`src/rtl/ps2_key_event_ctrl.sv`:
```
// PS/2 byte sequencer: strips E0/F0/E1 prefixes and status bytes, queues make/break events in a FIFO.
// Optional typematic-repeat suppression is enabled with `define KEY_REPEAT_FILTER_EN.
module ps2_key_event_ctrl #(
  parameter int DEPTH          = 4,
  parameter int TIMEOUT_CYCLES = 2000000
) (
  input  logic       clk,
  input  logic       rst_n,
  input  logic [7:0] rx_byte,
  input  logic       rx_valid,
  input  logic       ev_ready,
  output logic       ev_valid,
  output logic [7:0] scancode,
  output logic       ev_ext,
  output logic       push_down,
  output logic       push_up,
  output logic       overflow
);

  localparam int AW = $clog2(DEPTH);
  localparam int PW = AW + 1;
  localparam int TW = $clog2(TIMEOUT_CYCLES + 1);

  typedef enum logic [2:0] {S_IDLE, S_EXT, S_BRK, S_EXTBRK, S_SKIP} state_t;

  state_t        state_q, state_d;
  logic [2:0]    skip_q, skip_d;
  logic [TW-1:0] to_q, to_d;
  logic [PW-1:0] wr_ptr_q, wr_ptr_d, rd_ptr_q, rd_ptr_d;
  logic          overflow_q, overflow_d;
  logic [9:0]    mem_q [DEPTH];

  logic emit, emit_brk, emit_ext;
  logic drop, accept, pop, full, empty;
  logic [9:0] head;

  function automatic logic is_status(input logic [7:0] b);
    case (b)
      8'h00, 8'hAA, 8'hEE, 8'hFA, 8'hFC, 8'hFD, 8'hFE, 8'hFF: is_status = 1'b1;
      default: is_status = 1'b0;
    endcase
  endfunction

  always_comb begin
    state_d  = state_q;
    skip_d   = skip_q;
    emit     = 1'b0;
    emit_brk = 1'b0;
    emit_ext = 1'b0;
    to_d     = (state_q == S_IDLE || rx_valid) ? '0 : to_q + 1'b1;
    if (rx_valid) begin
      case (state_q)
        S_IDLE: begin
          if (rx_byte == 8'hE0) state_d = S_EXT;
          else if (rx_byte == 8'hF0) state_d = S_BRK;
          else if (rx_byte == 8'hE1) begin
            state_d = S_SKIP;
            skip_d  = 3'd7;
          end else if (!is_status(rx_byte)) emit = 1'b1;
        end
        S_EXT: begin
          if (rx_byte == 8'hF0) state_d = S_EXTBRK;
          else if (rx_byte == 8'hE0) state_d = S_EXT;
          else begin
            state_d  = S_IDLE;
            emit     = (rx_byte != 8'h12);
            emit_ext = 1'b1;
          end
        end
        S_BRK: begin
          state_d  = S_IDLE;
          emit     = 1'b1;
          emit_brk = 1'b1;
        end
        S_EXTBRK: begin
          state_d  = S_IDLE;
          emit     = (rx_byte != 8'h12);
          emit_brk = 1'b1;
          emit_ext = 1'b1;
        end
        S_SKIP: begin
          skip_d = skip_q - 3'd1;
          if (skip_q == 3'd1) state_d = S_IDLE;
        end
        default: state_d = S_IDLE;
      endcase
    end else if (state_q != S_IDLE && to_q == TW'(TIMEOUT_CYCLES)) begin
      // stale prefix: abandon the partial sequence
      state_d = S_IDLE;
      to_d    = '0;
    end
  end

`ifdef KEY_REPEAT_FILTER_EN
  logic       last_vld_q, last_vld_d;
  logic [8:0] last_key_q, last_key_d;

  always_comb begin
    drop       = emit && !emit_brk && last_vld_q && (last_key_q == {emit_ext, rx_byte});
    last_vld_d = last_vld_q;
    last_key_d = last_key_q;
    if (accept && !emit_brk) begin
      last_vld_d = 1'b1;
      last_key_d = {emit_ext, rx_byte};
    end else if (accept && last_vld_q && last_key_q == {emit_ext, rx_byte}) begin
      last_vld_d = 1'b0;
    end
  end

  always_ff @(posedge clk or negedge rst_n) begin
    if (!rst_n) begin
      last_vld_q <= 1'b0;
      last_key_q <= '0;
    end else begin
      last_vld_q <= last_vld_d;
      last_key_q <= last_key_d;
    end
  end
`else
  assign drop = 1'b0;
`endif

  assign empty  = (wr_ptr_q == rd_ptr_q);
  assign full   = (wr_ptr_q[PW-1] != rd_ptr_q[PW-1]) && (wr_ptr_q[AW-1:0] == rd_ptr_q[AW-1:0]);
  assign pop    = !empty && ev_ready;
  assign accept = emit && !drop && (!full || pop);
  assign head   = mem_q[rd_ptr_q[AW-1:0]];

  always_comb begin
    wr_ptr_d   = wr_ptr_q + PW'(accept);
    rd_ptr_d   = rd_ptr_q + PW'(pop);
    overflow_d = overflow_q | (emit && !drop && full && !pop);
  end

  always_ff @(posedge clk or negedge rst_n) begin
    if (!rst_n) begin
      state_q    <= S_IDLE;
      skip_q     <= '0;
      to_q       <= '0;
      wr_ptr_q   <= '0;
      rd_ptr_q   <= '0;
      overflow_q <= 1'b0;
    end else begin
      state_q    <= state_d;
      skip_q     <= skip_d;
      to_q       <= to_d;
      wr_ptr_q   <= wr_ptr_d;
      rd_ptr_q   <= rd_ptr_d;
      overflow_q <= overflow_d;
    end
  end

  always_ff @(posedge clk) begin
    if (accept) mem_q[wr_ptr_q[AW-1:0]] <= {emit_brk, emit_ext, rx_byte};
  end

  // storage is not reset, so the head is masked while the FIFO is empty
  assign ev_valid  = !empty;
  assign scancode  = ev_valid ? head[7:0] : 8'h00;
  assign ev_ext    = ev_valid & head[8];
  assign push_down = pop & ~head[9];
  assign push_up   = pop & head[9];
  assign overflow  = overflow_q;

endmodule

```
`config.mk`:
```
export PLATFORM = sky130hd
export DESIGN_NAME = ps2_key_event_ctrl
export DESIGN_NICKNAME = d
export VERILOG_FILES = /design/src/rtl/ps2_key_event_ctrl.sv
export SDC_FILE = /design/constraint.sdc
export NUM_CORES = 1
export LEC_CHECK = 0
export CORE_UTILIZATION = 40
export DETAILED_ROUTE_END_ITERATION = 16
export GPL_ROUTABILITY_DRIVEN = 0
export PLACE_DENSITY_LB_ADDON = 0.3
export SETUP_SLACK_MARGIN = 0.3
export SYNTH_ARGS = -nofsm -noshare
export SYNTH_HDL_FRONTEND = slang
export SYNTH_SLANG_ARGS = --single-unit
```
`constraint.sdc`:
```
create_clock -name clk -period 8.9 [get_ports clk]
set_input_delay 1.78 -clock clk [delete_from_list [all_inputs] [get_ports clk]]
set_output_delay 1.78 -clock clk [all_outputs]
set_load 0.01 [all_outputs]
```
==> results.sh, run 1 <==
export IMPL_worst_setup_path_type="primary input to primary output"
export IMPL_finalMaxSlewViolations=0
export IMPL_port_buffers=24
export IMPL_synth_top_area_cell="edfxtp_1"
export IMPL_status="completed"
export IMPL_synth_avg_cell_area_um2=12.6
export IMPL_worst_ir_drop_vdd_uv=97.7
export IMPL_unrepaired_setup_endpoints_after_global_routing="false"
export IMPL_grt_met1_usage_pct=19.6
export IMPL_hold_path_startpoint="skip_q[1]"
export IMPL_min_to="skip_q[1]"
export IMPL_synth_seq_area_share_pct=59.7
export IMPL_cts_root_buf="clkbuf_8"
export IMPL_post_synth_most_frequent_cells="edfxtp_1 (40), dfrtp_1 (34), nor2_1 (23)"
export IMPL_post_synth_instance_area_um2=3430
export IMPL_tritoncts_num_buffers=9
export IMPL_drt_pass1_iter_count=4
export IMPL_yosys_warnings=0
export IMPL_initial_utilization_pct=41.6
export IMPL_final_critical_period_ns=4.96
export IMPL_max_cap_violations=0
export IMPL_synth_fp_nets=292
export IMPL_final_period_utilization_pct=55.7
export IMPL_crit_required_ns=7.12
export IMPL_via_per_instance_ratio=5.27
export IMPL_grt_pass1_wl_um=10500
export IMPL_fin_setup_tns_ns=0
export IMPL_tritoncts="yes"
export IMPL_timing_critical_path_fanout_max=3
export IMPL_die_y_um=94.7
export IMPL_p_leak_nw=1.41
export IMPL_post_synth_num_cell_types=41
export IMPL_worstReg2RegStart="state_q[2]"
export IMPL_gr_max_usage_layer="met2"
export IMPL_cp_start_kind="primary input"
export IMPL_worst_path_buf_inv=2
export IMPL_synth_top_area_share_pct=35.0
export IMPL_fillCellCount=754
export IMPL_postSynth_topFlopCell="edfxtp_1"
export IMPL_postCtsSetupBuffers=0
export IMPL_cts_repair_resize_count=0
export IMPL_numClockSinks=74
export IMPL_synth_area_mux_share_pct=6.56
export IMPL_critical_path_top_delay_family="buffers and inverters"
export IMPL_overflow=0
export IMPL_post_route_drc_count=0
export IMPL_syn_instance_count=272
export IMPL_synth_async_sr_flop_share_pct=45.9
export IMPL_synth_compound_area_share_pct=7.10
export IMPL_yosysMostFrequentCell="edfxtp_1"
export IMPL_r2r_slack_ns=6.55
export IMPL_final_layout_size_suffix_gt1_share_pct=10.4
export IMPL_number_of_cells_traversed_by_the_worst_hold_path=1
export IMPL_layout_area_overhead_vs_synth_pct=16.1
export IMPL_grt_use_met2_pct=25.8
export IMPL_detailed_route_wire_length_um=6170
export IMPL_synth_xor_area_share_pct=5.36
export IMPL_critical_path_cell_chain="clkdlybuf4s50_1 > nor2b_1 > nor2b_1 > clkdlybuf4s50_1"
export IMPL_slew_limit_headroom_pct=44.8
export IMPL_final_net_count=325
export IMPL_synth_top_cells_by_area="edfxtp_1 (35%), dfrtp_1 (25%), mux4_2 (6.6%)"
export IMPL_die_area_um2=8960
export IMPL_final_util_pct=48.3
export IMPL_synth_top_family_by_area="simple AND/OR/NAND/NOR gates"
export IMPL_finalSetupViolCount=0
export IMPL_synth_simple_area_share_pct=15.7
export IMPL_ant_nets=0
export IMPL_rr_worst_depth=5
export IMPL_synth_edf_count=40
export IMPL_clkSlewWorstSetupHoldPaths_ns=0.07
export IMPL_antenna_cells_inserted=0
export IMPL_timing_critical_path_arrival_ns=3.18
export IMPL_wl_cell_um=14.9
export IMPL_power_density_nw_per_um2=260
export IMPL_grt_met3_usage_pct=3.95
export IMPL_clk_path_buf_depth=2
export IMPL_synthAdderAreaFrac_pct=2.91
export IMPL_end_kind="primary output"
export IMPL_finClkSkew_ns=0.00991
export IMPL_grt_antenna_before_repair=0
export IMPL_rr_endpoint="mem_q[2][6]"
export IMPL_gr_usage_all_layers_pct=15.7
export IMPL_achievable_frequency_ghz=0.202
export IMPL_floorplan_die_width_um=94.7
export IMPL_pin_slew_with_the_least_headroom_to_its_limit_ns=0.828
export IMPL_insertion_delay_ns=0.34
export IMPL_dr_total_vias=2180
export IMPL_timing_hold_worst_class="flip-flop to flip-flop"
export IMPL_worst_path_largest_cell_delay_ns=0.53
export IMPL_detailed_place_hpwl_um=4210
export IMPL_cpMaxStageDelayCell="clkdlybuf4s50_1"
export IMPL_boundaryPins=25
export IMPL_placementRows=33
export IMPL_number_of_hold_repair_buffers_added_at_the_cts_stage=0
export IMPL_htreeDepth=3
export IMPL_hold_viol=0
export IMPL_core_region_area_um2=8260
export IMPL_grt_pass1_vias=2183
export IMPL_grt_start_max_net_pins=35
export IMPL_drt_iter0_drc=105
export IMPL_synth_seq_cells=74
-- layout make-up --
type	count	area, um2	share of cell area [%]
Clock buffer	9	124	3.11
Multi-Input combinational cell	175	1320	33.1
Sequential cell	74	2050	51.4
Clock inverter	6	25.0	0.627
Tap cell	105	131	3.29
Timing Repair Buffer	29	278	6.96
Inverter	16	60.1	1.51
-- registers in the layout (all words and copies together), names as in the netlist --
signal / count
wr_ptr_q: 3
state_q: 3
rd_ptr_q: 3
to_q: 21
overflow: 1
mem_q: 40
skip_q: 3
-- kinds of logic after synthesis --
kind of cell / Yosys count
buffers and inverters: 23
flip-flops: 74
multiplexers: 10
adder cells (fa/ha/maj): 8
AND/OR/NAND/NOR: 100
AO/OA/AOI/OAI: 36
XOR/XNOR: 21
-- worst reg2reg max path: stages (launching register included) --
cell and delay [ns]:
dfrtp_1 0.45, nor2b_1 0.36, o211a_1 0.21, o221ai_1 0.34, a2111oi_2 0.43, buf_4 0.26
-- where the power goes --
group	switching [mW]	internal, mW
Clock	0.112	0.0947
Sequential	0.0573	0.426
Combinational	0.146	0.201
Total	0.315	0.722
-- cell usage in the layout (no fill, tap or decap), types with 7 or more instances in the layout --
cell,Yosys,layout
nand2_1,11,11
dfrtp_1,34,34
nand3_1,11,11
ha_1,8,8
nand4_1,7,7
a21oi_1,7,7
inv_1,16,16
clkdlybuf4s50_1,0,24
edfxtp_1,40,40
nor3_1,9,9
xnor2_1,17,17
mux4_2,10,10
o21ai_0,9,9
nor2_1,23,23
clkbuf_8,0,9
nor2b_1,12,12
-- routing by layer --
metal,vias up,wire (um)
met1,1051,2760
met2,35,3080
met3,10,224
met5,-,0
li1,1084,-
met4,0,106
-- through the flow --
stage / hold slack, ns / worst slack (ns) / cell area, um2 / cells / power [mW]
after floorplan: 0.464 / 4.30 / 3430 / 272 / 0.677
after global placement: 0.477 / 3.94 / 3840 / 399 / 0.834
after detailed placement: 0.482 / 3.93 / 3840 / 399 / 0.847
after CTS: 0.497 / 3.93 / 3990 / 414 / 1.06
after global routing: 0.532 / 3.86 / 3990 / 414 / 1.10
final: 0.491 / 3.94 / 3990 / 414 / 1.04
-- worst max path at each step --
stage | startpoint | endpoint | depth (start not counted)
floorplan | rx_valid | mem_q[0][0] | 4
global placement | ev_ready | push_down | 4
detailed placement | ev_ready | push_down | 4
CTS | ev_ready | push_down | 4
global route | ev_ready | push_down | 4
finish | ev_ready | push_down | 4
No activity file was read; power rests on OpenSTA's default activity.
==> inputs of run 2 (changes only) <==
==> constraint.sdc (replaced) <==
create_clock -name clk -period 4.6 [get_ports clk]
set_input_delay 0.92 -clock clk [delete_from_list [all_inputs] [get_ports clk]]
set_output_delay 0.92 -clock clk [all_outputs]
set_load 0.01 [all_outputs]
==> results.sh, run 2 (synthesis results as in run 1) <==
export IMPL_reported_net_switching_power_uw=655
export IMPL_worst_path_buf_inv=1
export IMPL_critical_path_top_delay_family="flip-flops"
export IMPL_cts_root_buf="clkbuf_8"
export IMPL_end_kind="primary output"
export IMPL_timing_critical_path_fanout_max=12
export IMPL_status="completed"
export IMPL_largest_reg_flops=40
export IMPL_placement_stage_cell_area_um2=3840
export IMPL_cp_start_kind="flip-flop"
export IMPL_worstReg2RegStart="state_q[2]"
export IMPL_final_net_count=325
export IMPL_postCtsSetupBuffers=0
export IMPL_die_area_um2=8960
export IMPL_crit_path_start="rd_ptr_q[0]"
export IMPL_via_per_instance_ratio=5.28
export IMPL_timing_critical_path_arrival_ns=2.65
export IMPL_placementRows=33
export IMPL_fillCellCount=763
export IMPL_crit_required_ns=3.68
export IMPL_power_share_combinational_pct=32.6
export IMPL_number_of_hold_repair_buffers_added_at_the_cts_stage=0
export IMPL_drt_iter0_drc=89
export IMPL_layout_area_overhead_vs_synth_pct=17.2
export IMPL_antenna_cells_inserted=0
export IMPL_final_util_pct=48.7
export IMPL_critical_path_cell_chain="xnor2_1 > and3_1 > nor2b_1 > nor2b_1 > clkdlybuf4s50_1"
export IMPL_dr_total_vias=2193
export IMPL_final_layout_size_suffix_gt1_share_pct=11.9
export IMPL_finalMaxSlewViolations=0
export IMPL_slew_limit_headroom_pct=46.3
export IMPL_finClkSkew_ns=0.0133
export IMPL_clock_network_fraction_of_design_power_pct=22.4
export IMPL_r2r_slack_ns=2.29
export IMPL_floorplan_die_width_um=94.7
export IMPL_clk_path_buf_depth=2
export IMPL_htreeDepth=3
export IMPL_post_route_drc_count=0
export IMPL_clkSlewWorstSetupHoldPaths_ns=0.08
export IMPL_p_leak_nw=1.42
export IMPL_worst_path_largest_cell_delay_ns=0.81
export IMPL_final_common_cell="edfxtp_1"
export IMPL_hold_viol=0
export IMPL_seqPwrFrac_pct=45.0
export IMPL_wl_cell_um=14.8
export IMPL_worst_ir_drop_vdd_uv=176
export IMPL_most_common_layout_cells="edfxtp_1 (40), dfrtp_1 (34), clkdlybuf4s50_1 (24)"
export IMPL_max_cap_violations=0
export IMPL_numClockSinks=74
export IMPL_gr_usage_all_layers_pct=16.0
export IMPL_final_period_utilization_pct=77.5
export IMPL_grt_start_max_net_pins=35
export IMPL_final_seq_area_um2=2050
export IMPL_grt_pass1_wl_um=10800
export IMPL_tritoncts_num_buffers=9
export IMPL_finalSetupViolCount=0
export IMPL_internal_power_mw=1.42
export IMPL_timing_hold_worst_class="flip-flop to flip-flop"
export IMPL_overflow=0
export IMPL_rr_endpoint="mem_q[2][8]"
export IMPL_drt_pass1_iter_count=4
export IMPL_rr_worst_depth=5
export IMPL_detailed_place_hpwl_um=4260
export IMPL_fin_setup_tns_ns=0
export IMPL_final_design_area_no_fill_um2=4030
export IMPL_switching_share_pct=31.6
export IMPL_fin_total_pwr_mw=2.07
export IMPL_cts_repair_resize_count=0
export IMPL_grt_pass1_vias=2222
export IMPL_timing_hold_ws_ns=0.499
export IMPL_pin_slew_with_the_least_headroom_to_its_limit_ns=0.806
export IMPL_min_to="skip_q[1]"
export IMPL_worst_setup_path_type="flip-flop to primary output"
export IMPL_crit_top_cell="nor2b_1"
export IMPL_unrepaired_setup_endpoints_after_global_routing="false"
export IMPL_die_y_um=94.7
export IMPL_boundaryPins=25
export IMPL_detailed_route_wire_length_um=6160
export IMPL_initial_utilization_pct=41.6
export IMPL_power_density_nw_per_um2=515
export IMPL_cpMaxStageDelayCell="dfrtp_1"
export IMPL_hold_path_startpoint="skip_q[1]"
export IMPL_port_buffers=24
export IMPL_tritoncts="yes"
export IMPL_achievable_frequency_ghz=0.280
export IMPL_grt_antenna_before_repair=0
export IMPL_multi_input_area_um2=1320
export IMPL_core_region_area_um2=8260
export IMPL_number_of_cells_traversed_by_the_worst_hold_path=1
export IMPL_ant_nets=0
export IMPL_insertion_delay_ns=0.35
export IMPL_final_critical_period_ns=3.57
-- run 2: cell types whose count changed in the layout (fill, tap and decap cells not counted) --
cell        change
inv_6           +2
clkinv_4        +2
clkinv_1        -4
inv_8           +1
clkinvlp_4      +2
clkinv_2        -2
-- run 2: worst max path at each step --
stage	cells past startpoint	slack [ns]	endpoint
after CTS	5	0.94	push_down
after floorplan	4	0.86	mem_q[0][0]
after detailed placement	8	0.95	wr_ptr_q[2]
final	5	1.03	push_down
after global routing	5	0.72	push_down
after global placement	8	0.99	wr_ptr_q[2]
-- run 2: area by class of cell --
type	count	area share [%]
flip-flops and latches	74	51.0
multi-input cells	175	32.8
repair buffers	29	6.90
well taps	105	3.26
clock buffers	9	3.08
clock inverters	7	1.52
inverters	16	1.49
-- run 2: power groups by stage --
stage                     registers, mW  logic [mW]  clock network [mW]
after detailed placement          0.954       0.689                   0
final                             0.933       0.676               0.464
after global routing              0.956       0.749               0.506
after floorplan                   0.890       0.419                   0
after CTS                         0.938       0.689               0.480
after global placement            0.950       0.675                   0
-- run 2: worst register-to-register path: cells and delay by family, from the launching register on --
kind	cells	cell delay (ns)
flops	1	0.47
buf+inv	1	0.27
simple gates	1	0.36
compound gates	3	0.92
-- run 2: routing by layer --
layer,GRT usage (%),vias to the layer above,routed length (um)
met1,20.6,1070,2940
li1,-,1078,-
met4,6.31,0,85
met2,25.9,36,2920
met3,3.95,9,215
met5,0,-,0
-- run 2: metrics by stage --
step	setup WS, ns	cells
4_1_cts	0.941	415
3_5_place_dp	0.946	399
3_3_place_gp	0.993	399
5_1_grt	0.717	415
2_1_floorplan	0.862	272
6_report	1.03	415
